--- src/rtl/result_display_driver.sv ---
// result_display_driver: shows an 8-bit result (digits 1:0) and a load count (digits 3:2) on a
// multiplexed common-anode 7-segment display; define GHOST_BLANK_EN to blank the start of each slot.
module result_display_driver #(
    parameter int REFRESH_DIV  = 100_000,
    parameter int BLANK_CYCLES = 1_000
) (
    input  logic       clk,
    input  logic       rst,
    input  logic [7:0] result_in,
    input  logic       load,
    output logic [6:0] seg,
    output logic       dp,
    output logic [3:0] an
);
    localparam int TW = $clog2(REFRESH_DIV);
    localparam logic [TW-1:0] TICK_MAX = TW'(REFRESH_DIV - 1);

    if (REFRESH_DIV < 4 || BLANK_CYCLES >= REFRESH_DIV) begin : g_bad_cfg
        $error("result_display_driver: need REFRESH_DIV >= 4 and BLANK_CYCLES < REFRESH_DIV");
    end

    logic [TW-1:0] tick_q, tick_d;
    logic [1:0]    dig_q, dig_d;
    logic [7:0]    val_q, val_d, cnt_q, cnt_d;
    logic [6:0]    seg_q, seg_d, glyph;
    logic [3:0]    an_q, an_d, nib;
    logic          dp_q, dp_d, blank;

    always_comb begin
        tick_d = (tick_q == TICK_MAX) ? '0 : tick_q + 1'b1;
        dig_d  = (tick_q == TICK_MAX) ? dig_q + 2'd1 : dig_q;
        val_d  = load ? result_in : val_q;
        cnt_d  = load ? cnt_q + 8'd1 : cnt_q;
        nib    = dig_q[1] ? (dig_q[0] ? cnt_q[7:4] : cnt_q[3:0])
                          : (dig_q[0] ? val_q[7:4] : val_q[3:0]);
`ifdef GHOST_BLANK_EN
        blank  = tick_q < TW'(BLANK_CYCLES);
`else
        blank  = 1'b0;
`endif
        glyph  = 7'b1111111;
        case (nib)
            4'h0: glyph = 7'b1000000;
            4'h1: glyph = 7'b1111001;
            4'h2: glyph = 7'b0100100;
            4'h3: glyph = 7'b0110000;
            4'h4: glyph = 7'b0011001;
            4'h5: glyph = 7'b0010010;
            4'h6: glyph = 7'b0000010;
            4'h7: glyph = 7'b1111000;
            4'h8: glyph = 7'b0000000;
            4'h9: glyph = 7'b0010000;
            4'hA: glyph = 7'b0001000;
            4'hB: glyph = 7'b0000011;
            4'hC: glyph = 7'b1000110;
            4'hD: glyph = 7'b0100001;
            4'hE: glyph = 7'b0000110;
            4'hF: glyph = 7'b0001110;
            default: glyph = 7'b1111111;
        endcase
        // outputs are built from the current state, so they trail it by exactly one cycle
        an_d   = blank ? 4'b1111 : ~(4'b0001 << dig_q);
        seg_d  = blank ? 7'b1111111 : glyph;
        dp_d   = blank || (dig_q != 2'd2);
    end

    always_ff @(posedge clk) begin
        if (rst) begin
            tick_q <= '0;
            dig_q  <= '0;
            val_q  <= '0;
            cnt_q  <= '0;
            an_q   <= 4'b1111;
            seg_q  <= 7'b1111111;
            dp_q   <= 1'b1;
        end else begin
            tick_q <= tick_d;
            dig_q  <= dig_d;
            val_q  <= val_d;
            cnt_q  <= cnt_d;
            an_q   <= an_d;
            seg_q  <= seg_d;
            dp_q   <= dp_d;
        end
    end

    assign seg = seg_q;
    assign dp  = dp_q;
    assign an  = an_q;
endmodule

--- config.mk ---
export PLATFORM = sky130hd
export DESIGN_NAME = result_display_driver
export DESIGN_NICKNAME = d
export VERILOG_FILES = /design/src/rtl/result_display_driver.sv
export SDC_FILE = /design/constraint.sdc
export NUM_CORES = 1
export LEC_CHECK = 0
export ABC_AREA = 1
export CAP_MARGIN = 20
export CORE_ASPECT_RATIO = 0.7
export CORE_MARGIN = 2
export CORE_UTILIZATION = 30
export CTS_CLUSTER_DIAMETER = 200
export DETAILED_ROUTE_END_ITERATION = 10
export PLACE_DENSITY = 0.51
export SLEW_MARGIN = 30
export SYNTH_ARGS = -nofsm -noshare
export SYNTH_HDL_FRONTEND = slang
export SYNTH_SLANG_ARGS = --single-unit
--- constraint.sdc ---
create_clock -name clk -period 1.9 [get_ports clk]
set_input_delay 0.38 -clock clk [delete_from_list [all_inputs] [get_ports clk]]
set_output_delay 0.38 -clock clk [all_outputs]
set_load 0.1 [all_outputs]
### Yosys cells after proc, flatten, opt, wreduce, memory -nomap -nowiden

Memories as Yosys holds them, arrays and structs flattened. A register that Yosys moved wholly into a read port is not among the register bits.
Cells that the tools add are included.

* $add $sub $neg: 3
* equal/unequal tests: 2
* shifts and indexed selects: 1
* mux-type cells: 3
* bitwise logic cells: 1
* reduce and logical (&&, ||, !) cells: 1

Operators by type and width (number)
* $add 17x1->17 const B: 1
* $eq 17x17->1 const B: 1
* $mux 4: 3
* $add 8x1->8 const B: 1
* $not 4->4: 1
* $shl 1x2->4 const A: 1
* $add 2x1->2 const B: 1
* $ne 2x2->1 const B: 1
* $reduce_or 2->1: 1

* register bits: 40
* memory bits (read-only): 112
* bits of input ports: 11
* output and inout bits: 12
* word-level logic and storage cells: 18
* memories kept: 1

Memory list
* (name not given): words 16, width 7, rd ports 1, clocked after Yosys merged registers in 1, wr ports 0, line 42 `case (nib)`

### Longest topological paths before layout

* word-level depth: 2
* mapped depth: 10
* mapped depth without buffers: 10

### Worst setup path after synthesis

No wires, ideal clock.

* path kind: flip-flop to output port
* start point: register, netlist name dp
* end point: output port an[2]
* data arrival time: 1.356 ns
* required time: 1.520 ns
* slack: 0.164 ns
* stages on the path, launching flop included: 2
* path buffers: 1
* cell sequence: dfxtp_1 -> buf_4

RTL lines
* end, declared: line 13 `output logic [3:0] an`

### Final worst setup path

* start point: register dig_q[0]
* end point: register seg_q[5], in the netlist seg[5]

* word-level cells in the longest chain between the ends: 2
* elaborated cells between the ends (all ways): 3
* those cells by class: mux (3)

RTL lines
* start, declared: line 23 `logic [1:0] dig_q, dig_d;`
* start signal, assigned: line 78 `dig_q <= dig_d;`
* $mux 4, on equally long branches: line 35, 34
* $mux 4 *: line 34 `nib = dig_q[1] ? (dig_q[0] ? cnt_q[7:4] : cnt_q[3:0])`
* end, declared: line 25 `logic [6:0] seg_q, seg_d, glyph;`

Mark *: on every way between the ends. The rest lies on a longest branch, timed or not.
A chain may end at the register's enable or synchronous reset.

==> metrics.cfg <==
[run_status]
status = completed

[die]
pin_count = 23
start_util_pct = 31.6
fp.dieH_um = 77.9
core_area_um2 = 7420
die_w_um = 110
die_area_um2 = 8540
num_rows = 26

[logic_synthesis]
ys_top_cells_by_area = dfxtp_1 (39%), nand2_1 (16%), nor2_1 (12%), nand3_1 (7.1%), ha_1 (6.4%)
yosysUniqueCellTypes = 24
syn-num-nets = 367
yosys.area.top_type_share_pct = 39.3
syn_area_um2 = 2340
syn_area_per_cell_um2 = 6.81
ys_seq_elements = 46
synthCells = 344
seq_area_frac_synth_pct = 39.3
ys.warnings.count = 0
synth_top_cell_by_area = dfxtp_1

[route]
drtIter0Drc = 109
wirelength_mm = 5.32
num_vias = 2113
viasPerCell = 4.48
drtAntennaViolNets = 0
firstDrtPassIters = 4
detail_route.wl_per_cell_um = 11.3
drc_errors = 0

[min_path]
min_path_type = reg -> reg
min_from = tick_q[0]

[global_routing]
grt-ovfl-total = 0
first_global_vias = 1891
grt_pass1_wl_mm = 9.04
grt.total_usage_pct = 13.5
grt_max_degree = 27
antenna_found_initial = 0

[pwr]
switching_share_pct = 29.1
p_switching_uw = 568
p_int_mw = 1.38
leakagePower_nw = 1.14
power.density_nw_per_um2 = 707
power_mw = 1.95
power_frac_comb_pct = 15.5
ir_drop_mv = 0.350
clockPowerShare_pct = 32.1
pwr-share-seq_pct = 52.4

[worst_setup_path]
crit_type = reg -> reg
cp_slowest_cell = dfxtp_2
path_buf_inv = 2
crit_path_frequent_cell = nand2_1
crit_fanout = 10
max_stage_delay_ns = 0.40
worstPathCellList = inv_2 -> nand2_1 -> nand3_1 -> nand2_1 -> inv_1 -> ha_1 -> nand3_1 -> nand2_1 -> nand2_1 -> nand3_1
worst_setup_path_start_kind = flip-flop
cpLargestDelayFamily = simple AND/OR/NAND/NOR gates
worstPathArrival_ns = 1.82
end_kind = flip-flop
crit_start = dig_q[0]
rr_startpoint = dig_q[0]
cp.required_ns = 2.08

[placement]
dpl.hpwl_mm = 3.92
place.port_buffers = 22
gp_congestion = 0.865
place_ws_ns = 0.191

[cts]
ctsRootBufferMaster = clkbuf_8
path_clk_slew_ns = 0.09
clock-sinks = 46
ctsResizeCount = 0
ctsHoldBuffers = 0
htree_levels = 2
cts_buffers = 5
post_cts_buffers = 0
worstSkewPairLatency_ns = 0.30
cts_tree = done
cts_max_path_buffers = 2

[layout]
drive_gt1_share_pct = 9.89
nets = 396
area_growth_pct = 17.8
seqCellArea_um2 = 922
antenna_cells = 0
multi_input_area_um2 = 1260
fillers = 791
final_util_pct = 37.2

[job]
drv_cap = 0

[timing]
hold_violations = 0
setup_slack_ns = 0.264
relSlewSlack_pct = 71.7
skew_ns = 0.00912
fin_setup_tns_ns = 0
rsz0062_at_grt = no
worst_slew_pin_slew_ns = 0.422
min_period_ns = 1.64
maxSlewViolCount = 0
finalCritPeriodShare_pct = 86.1
setup_viol = 0
fmax_mhz = 611

-- power groups by stage --
stage               Combinational (mW)  Sequential [mW]  Clock [mW]
floorplan                        0.111             1.15           0
global placement                 0.303             1.05           0
detailed placement               0.301             1.05           0
CTS                              0.302             1.02       0.656
global route                     0.330             1.03       0.695
finish                           0.302             1.02       0.626
-- worst reg2reg max path, cell delays in order (launching register included) --
cell and delay (ns):
dfxtp_2 0.40, inv_2 0.11, nand2_1 0.08, nand3_1 0.07
nand2_1 0.19, inv_1 0.12, ha_1 0.23, nand3_1 0.13
nand2_1 0.07, nand2_1 0.05, nand3_1 0.06
-- state kept, by name (all words and copies together), names as in the netlist --
signal  cells
val_q       8
dp          1
an          3
dig_q       2
seg         7
tick_q     17
cnt_q       8
-- cell families after synthesis --
| kind of cell | count (synthesis) | synth area share, % |
|---|---|---|
| AO/OA/AOI/OAI | 18 | 4.44 |
| AND/OR/NAND/NOR | 219 | 39.2 |
| buffers and inverters | 39 | 6.89 |
| XOR/XNOR | 10 | 3.74 |
| flip-flops | 46 | 39.3 |
| adder cells (fa/ha/maj) | 12 | 6.41 |
-- cells in the mapped netlist --
master,instances
nor3_1,1
nand2_1,97
a21oi_1,4
nand4_1,2
nor2_1,75
xor2_1,9
buf_4,2
o21ai_0,12
nand3b_1,3
inv_2,1
clkinv_1,1
clkbuf_1,4
ha_1,12
inv_1,30
o211ai_1,1
nand3_2,3
dfxtp_1,46
nor2_4,1
nor2_2,1
nand3_1,33
buf_6,1
xnor2_1,1
nand2_2,3
o21ai_4,1
-- metrics by stage --
step,hold slack (ns),cells,instance area (um^2)
after global placement,0.446,464,2670
after detailed placement,0.461,464,2670
after CTS,0.481,472,2760
after global routing,0.502,472,2760
final,0.474,472,2760
after floorplan,0.430,344,2340
-- worst paths after layout --
path                     to  slack (ns)  depth (start not counted)
hold reg to reg   tick_q[0]        0.47                          1
hold / removal    tick_q[0]        0.47                          1
setup / recovery     seg[5]        0.26                         10
setup reg to reg     seg[5]        0.26                         10
-- layout by cell type, fill, tap and decap left out, drive strengths merged --
| master | instances |
|---|---|
| nor2 | 77 |
| inv | 31 |
| o211ai | 1 |
| o21ai | 13 |
| dfxtp | 46 |
| nor3 | 1 |
| clkdlybuf4s50 | 10 |
| ha | 12 |
| nand3b | 3 |
| nand4 | 2 |
| a21oi | 4 |
| nand2 | 100 |
| xor2 | 9 |
| buf | 19 |
| clkinv | 2 |
| clkbuf | 7 |
| xnor2 | 1 |
| nand3 | 36 |
-- routing by layer --
| layer | global-route usage [%] | wire length [um] | up-vias |
|---|---|---|---|
| li1 | - | - | 1122 |
| met1 | 21.6 | 3110 | 945 |
| met2 | 17.2 | 1930 | 41 |
| met3 | 3.03 | 229 | 5 |
| met4 | 4.18 | 55 | 0 |
| met5 | 0 | 0 | - |
-- layout make-up --
cell class,instances,area share [%]
multi-input combinational,259,45.6
sequential,46,33.4
timing repair buffer,29,8.80
tap,98,4.45
inverter,32,4.36
clock buffer,7,3.13
clock inverter,1,0.181
No activity file was read; power rests on OpenSTA's default activity.
